===== config.mk =====
export PLATFORM = sky130hd
export DESIGN_NAME = regfile_arbiter
export DESIGN_NICKNAME = d
export VERILOG_FILES = /design/src/rtl/regfile_arbiter.sv
export SDC_FILE = /design/constraint.sdc
export NUM_CORES = 1
export LEC_CHECK = 0
export ABC_AREA = 0
export BUFFER_PORTS_ARGS = -buffer_cell sky130_fd_sc_hd__clkbuf_2
export CAP_MARGIN = 20
export CORE_ASPECT_RATIO = 0.6
export CORE_MARGIN = 1.5
export CORE_UTILIZATION = 25
export DETAILED_ROUTE_END_ITERATION = 10
export HOLD_SLACK_MARGIN = 0.08
export SYNTH_ARGS = -nofsm -noshare
export SYNTH_HDL_FRONTEND = slang
export SYNTH_SLANG_ARGS = --single-unit

===== constraint.sdc =====
create_clock -name clk -period 3.21 [get_ports clk]
set_input_delay 0.321 -clock clk [delete_from_list [all_inputs] [get_ports clk]]
set_output_delay 0.321 -clock clk [all_outputs]
set_load 0.1 [all_outputs]

===== src/rtl/regfile_arbiter.sv =====
// regfile_arbiter: shares one 8-entry register file between two requesters.
// A granted request is latched into a command register, drives the regfile
// for one cycle, and its read data comes back one cycle later with a Resp pulse.
module regfile_arbiter #(
   parameter int DATA_W = 16,
   parameter int RR_EN  = 1
) (
   input  logic              clk,
   input  logic              rst_n,
   input  logic              hold,
   input  logic              req0,
   input  logic              req1,
   output logic              gnt0,
   output logic              gnt1,
   input  logic [2:0]        a_sel0,
   input  logic [2:0]        a_sel1,
   input  logic [2:0]        b_sel0,
   input  logic [2:0]        b_sel1,
   input  logic              wr_en0,
   input  logic              wr_en1,
   input  logic [2:0]        wr_addr0,
   input  logic [2:0]        wr_addr1,
   input  logic [2:0]        fun_sel0,
   input  logic [2:0]        fun_sel1,
   input  logic [DATA_W-1:0] wr_data0,
   input  logic [DATA_W-1:0] wr_data1,
   output logic              resp0,
   output logic              resp1,
   output logic [DATA_W-1:0] rd_data_a,
   output logic [DATA_W-1:0] rd_data_b,
   output logic [DATA_W-1:0] rf_i,
   output logic [2:0]        rf_out_a_sel,
   output logic [2:0]        rf_out_b_sel,
   output logic [2:0]        rf_fun_sel,
   output logic [3:0]        rf_reg_sel,
   output logic [3:0]        rf_scr_sel,
   input  logic [DATA_W-1:0] rf_out_a,
   input  logic [DATA_W-1:0] rf_out_b
);

   // Side that wins a tie when round-robin is enabled (0 = requester 0).
   logic              rr_ptr;
   logic              accept;

   // Command register: the accepted transaction plus who asked for it.
   logic              cmd_valid;
   logic              cmd_owner;
   logic              cmd_wr_en;
   logic [2:0]        cmd_a_sel;
   logic [2:0]        cmd_b_sel;
   logic [2:0]        cmd_wr_addr;
   logic [2:0]        cmd_fun_sel;
   logic [DATA_W-1:0] cmd_wr_data;

   // Grant logic: nothing while held or in reset, otherwise the lone requester or the pointer side.
   always_comb begin
      gnt0 = 1'b0;
      gnt1 = 1'b0;
      if (rst_n && !hold) begin
         if (req0 && req1) begin
            if ((RR_EN != 0) && rr_ptr) begin
               gnt1 = 1'b1;
            end else begin
               gnt0 = 1'b1;
            end
         end else if (req0) begin
            gnt0 = 1'b1;
         end else if (req1) begin
            gnt1 = 1'b1;
         end
      end
   end

   assign accept = (req0 && gnt0) || (req1 && gnt1);

   // Pointer moves to the requester that just lost, so it wins the next tie.
   always_ff @(posedge clk or negedge rst_n) begin
      if (!rst_n) begin
         rr_ptr <= 1'b0;
      end else if (accept && (RR_EN != 0)) begin
         rr_ptr <= gnt0;
      end
   end

   // Latch the winner's fields at acceptance; fields hold their last value while idle.
   always_ff @(posedge clk or negedge rst_n) begin
      if (!rst_n) begin
         cmd_valid   <= 1'b0;
         cmd_owner   <= 1'b0;
         cmd_wr_en   <= 1'b0;
         cmd_a_sel   <= '0;
         cmd_b_sel   <= '0;
         cmd_wr_addr <= '0;
         cmd_fun_sel <= '0;
         cmd_wr_data <= '0;
      end else begin
         cmd_valid <= accept;
         if (accept) begin
            cmd_owner   <= gnt1;
            cmd_wr_en   <= gnt1 ? wr_en1   : wr_en0;
            cmd_a_sel   <= gnt1 ? a_sel1   : a_sel0;
            cmd_b_sel   <= gnt1 ? b_sel1   : b_sel0;
            cmd_wr_addr <= gnt1 ? wr_addr1 : wr_addr0;
            cmd_fun_sel <= gnt1 ? fun_sel1 : fun_sel0;
            cmd_wr_data <= gnt1 ? wr_data1 : wr_data0;
         end
      end
   end

   assign rf_i         = cmd_wr_data;
   assign rf_out_a_sel = cmd_a_sel;
   assign rf_out_b_sel = cmd_b_sel;
   assign rf_fun_sel   = cmd_fun_sel;

   // Active-low one-hot enable for the target register, only while a write command is live.
   always_comb begin
      rf_reg_sel = 4'b1111;
      rf_scr_sel = 4'b1111;
      if (cmd_valid && cmd_wr_en) begin
         if (!cmd_wr_addr[2]) begin
            rf_reg_sel[2'd3 - cmd_wr_addr[1:0]] = 1'b0;
         end else begin
            rf_scr_sel[2'd3 - cmd_wr_addr[1:0]] = 1'b0;
         end
      end
   end

   // Capture read data at the same edge the regfile writes, so it reflects pre-write contents.
   always_ff @(posedge clk or negedge rst_n) begin
      if (!rst_n) begin
         resp0     <= 1'b0;
         resp1     <= 1'b0;
         rd_data_a <= '0;
         rd_data_b <= '0;
      end else begin
         resp0 <= cmd_valid && !cmd_owner;
         resp1 <= cmd_valid && cmd_owner;
         if (cmd_valid) begin
            rd_data_a <= rf_out_a;
            rd_data_b <= rf_out_b;
         end
      end
   end

endmodule


==> metrics.txt <==
post-synthesis mux area share 11.4%; clock period minus worst slack 2.30 ns; Reg2Reg Depth 3; CP Launch Point rr_ptr; Residual DRC 0; via count 2604; Num Clock Sinks 66; RSZ-0062 raised after global routing no; Post-CTS Hold Fix Bufs 0; Die W 148 um; WHS 0.198 ns; Comb pwr share 43.0%; multi-input logic area 0.00134 mm2; crit path max fanout 30; Internal Pwr Total 1.77 mW; Max Root-Sink Buffers 2; Syn Inst Count 238; # rows 31; vias in the first global route 2720; syn nets 333; Post-CTS Setup Inserts 0; Synth Area in XOR/XNOR 0%; IO Pins 164; initial core utilization 25.9%; Overflow after GRT 0; Worst R2R Start rr_ptr; antenna cell count 0; adder and majority gate portion of the synthesized area 0%; Die Height 90.0 um; first-pass GRT wire length 14900 um; Max-cap violations 0; worst endpoint data arrival time 1.98 ns; R2R Path End rf_i[6]; CTS buffer count 9; Clk network pwr share 25.9%; Worst-path clk slew 0.06 ns; drt pass-1 iters 4; core area 0.0122 mm2; Max Freq 0.435 GHz; Worst-Skew Late Latency 0.33 ns; Routed WL per cell 16.8 um; initial antenna violation count 0; main combinational cell family by area after synthesis simple AND/OR/NAND/NOR gates; CTS tree yes; Startpoint Class register; Final Cycle Share 71.7%; synth warn 0; Final setup violation count 0; Reg2Reg Setup Slack 1.37 ns; fin util 35.6%; share of cells above drive strength 1 58.5%; Final Cell Area 0.00434 mm2; fillers 1231; HP Class in2async; status completed; worst slew pin tran 0.869 ns; sequential-to-total area share from yosys stat 52.3%; via/cell ratio 4.65; Simple-Gate Fraction of Synth Area 20.9%; Flop pwr share 31.1%; peak supply drop 296 uV; Area growth syn-to-layout 37.4%; Pleak 2.06 nW; crit path capture type primary output; post-synthesis cell type count 25; Sw Pwr 1.69 mW; fin cells 560; Placer Congestion 0.798; PortBufs 163; Final HPWL DP 6640 um; Antenna Nets Post-Route 0; Worst Path Required 2.89 ns; DRT iter0 DRCs 97; final net count 485; pwr/cell area 798 mW/mm2; Global Route Usage Sum 14.7%; Design Power 3.46 mW; final hold viol count 0; Seq cells post-synth 66; Sw Ratio 48.9%; Mapped Area 0.00316 mm2; clock skew 0.00521 ns; Final WS setup 0.910 ns; pre-CTS setup slack 1.06 ns; # H-tree levels 3; die area 0.0133 mm2; Pins Over Slew Limit 0; Post-Syn Area per Cell 13.3 um2; setup tns final 0 ns; CP Class reg2out; worst rel slew slack 42.1%; Reg area 0.00165 mm2; placed cell count 544; final WL 9420 um; largest net degree at the start of global routing 67; Synth Area in Compound Gates 9.95%; post_cts resized 0; clock root cell clkbuf_16; Area after DPL 0.00407 mm2
[power groups by stage]
stage          registers [mW]  logic (mW)  clock network [mW]
4_1_cts                  1.08        1.50               0.933
3_3_place_gp             1.08        1.49                   0
2_1_floorplan            2.05       0.250                   0
6_report                 1.08        1.49               0.897
5_1_grt                  1.10        1.54               0.974
3_5_place_dp             1.09        1.50                   0
[flip-flops by register name (all words and copies together), names as in the netlist]
name / count
rf_fun_sel: 3
cmd_owner: 1
rd_data_b: 16
cmd_valid: 1
rf_out_a_sel: 3
cmd_wr_en: 1
rd_data_a: 16
cmd_wr_addr: 3
rf_out_b_sel: 3
rr_ptr: 1
resp0: 1
rf_i: 16
resp1: 1
[cell usage after synthesis]
master	instances	area share [%]
dfrtp_1	66	52
mux2_2	32	11
a221o_1	29	9.2
and4_1	29	8.0
nor3b_1	19	4.5
buf_2	10	1.6
nor3b_2	10	4.0
nand2_1	8	0.95
buf_6	7	2.5
clkbuf_1	7	0.83
nor2b_1	3	0.59
a21o_1	2	0.48
and3_1	2	0.40
nand3_1	2	0.32
nor2_1	2	0.24
and2_1	1	0.20
buf_4	1	0.24
inv_1	1	0.12
inv_2	1	0.12
nand2b_1	1	0.20
nand2b_2	1	0.28
nand3_4	1	0.56
nor2_2	1	0.20
nor2b_4	1	0.44
o21ai_2	1	0.28
[routing by layer]
| metal | wire [um] | global-route usage (%) |
|---|---|---|
| met4 | 149 | 5.12 |
| met5 | 0 | 0 |
| met3 | 508 | 5.03 |
| met1 | 4690 | 20.3 |
| met2 | 4070 | 21.3 |
[how the worst max path moves through the flow]
stage                         end  slack [ns]  cells past startpoint
finish                       gnt1        0.91                      4
global route                 gnt1        0.71                      4
CTS                          gnt1        0.91                      4
detailed placement        rf_i[3]        1.06                      5
global placement    rf_fun_sel[2]        1.12                      5
floorplan           rf_reg_sel[0]        1.22                      5
[logic make-up (layout without fill, tap and decap cells)]
| kind of cell | Yosys count | count (layout) |
|---|---|---|
| AO/OA/AOI/OAI | 32 | 32 |
| multiplexers | 32 | 32 |
| flip-flops | 66 | 66 |
| AND/OR/NAND/NOR | 81 | 81 |
| buffers and inverters | 27 | 184 |
[worst max-delay path: stages, from the launching register on]
cell and delay [ns]:
dfrtp_1 0.35, nand2b_2 0.47, nand3_4 0.42, inv_2 0.21
buf_12 0.19
[cells in the final DEF (no fill, tap or decap), drive strengths merged]
| cell | n |
|---|---|
| nand2 | 8 |
| and2 | 1 |
| a221o | 29 |
| a21o | 2 |
| and3 | 2 |
| nor2 | 3 |
| inv | 2 |
| clkinvlp | 3 |
| clkbuf | 169 |
| nor3b | 29 |
| o21ai | 1 |
| buf | 6 |
| clkinv | 4 |
| nor2b | 4 |
| nand3 | 3 |
| dfrtp | 66 |
| nand2b | 2 |
| and4 | 29 |
| mux2 | 32 |
[layout make-up]
type,count,share of cell area (%)
sequential,66,38.1
multi-input combinational,145,30.9
timing repair buffer,166,19.8
clock buffer,9,5.19
tap,165,4.76
clock inverter,7,1.07
inverter,2,0.173
Note: power is estimated with default switching activity, not from simulation.
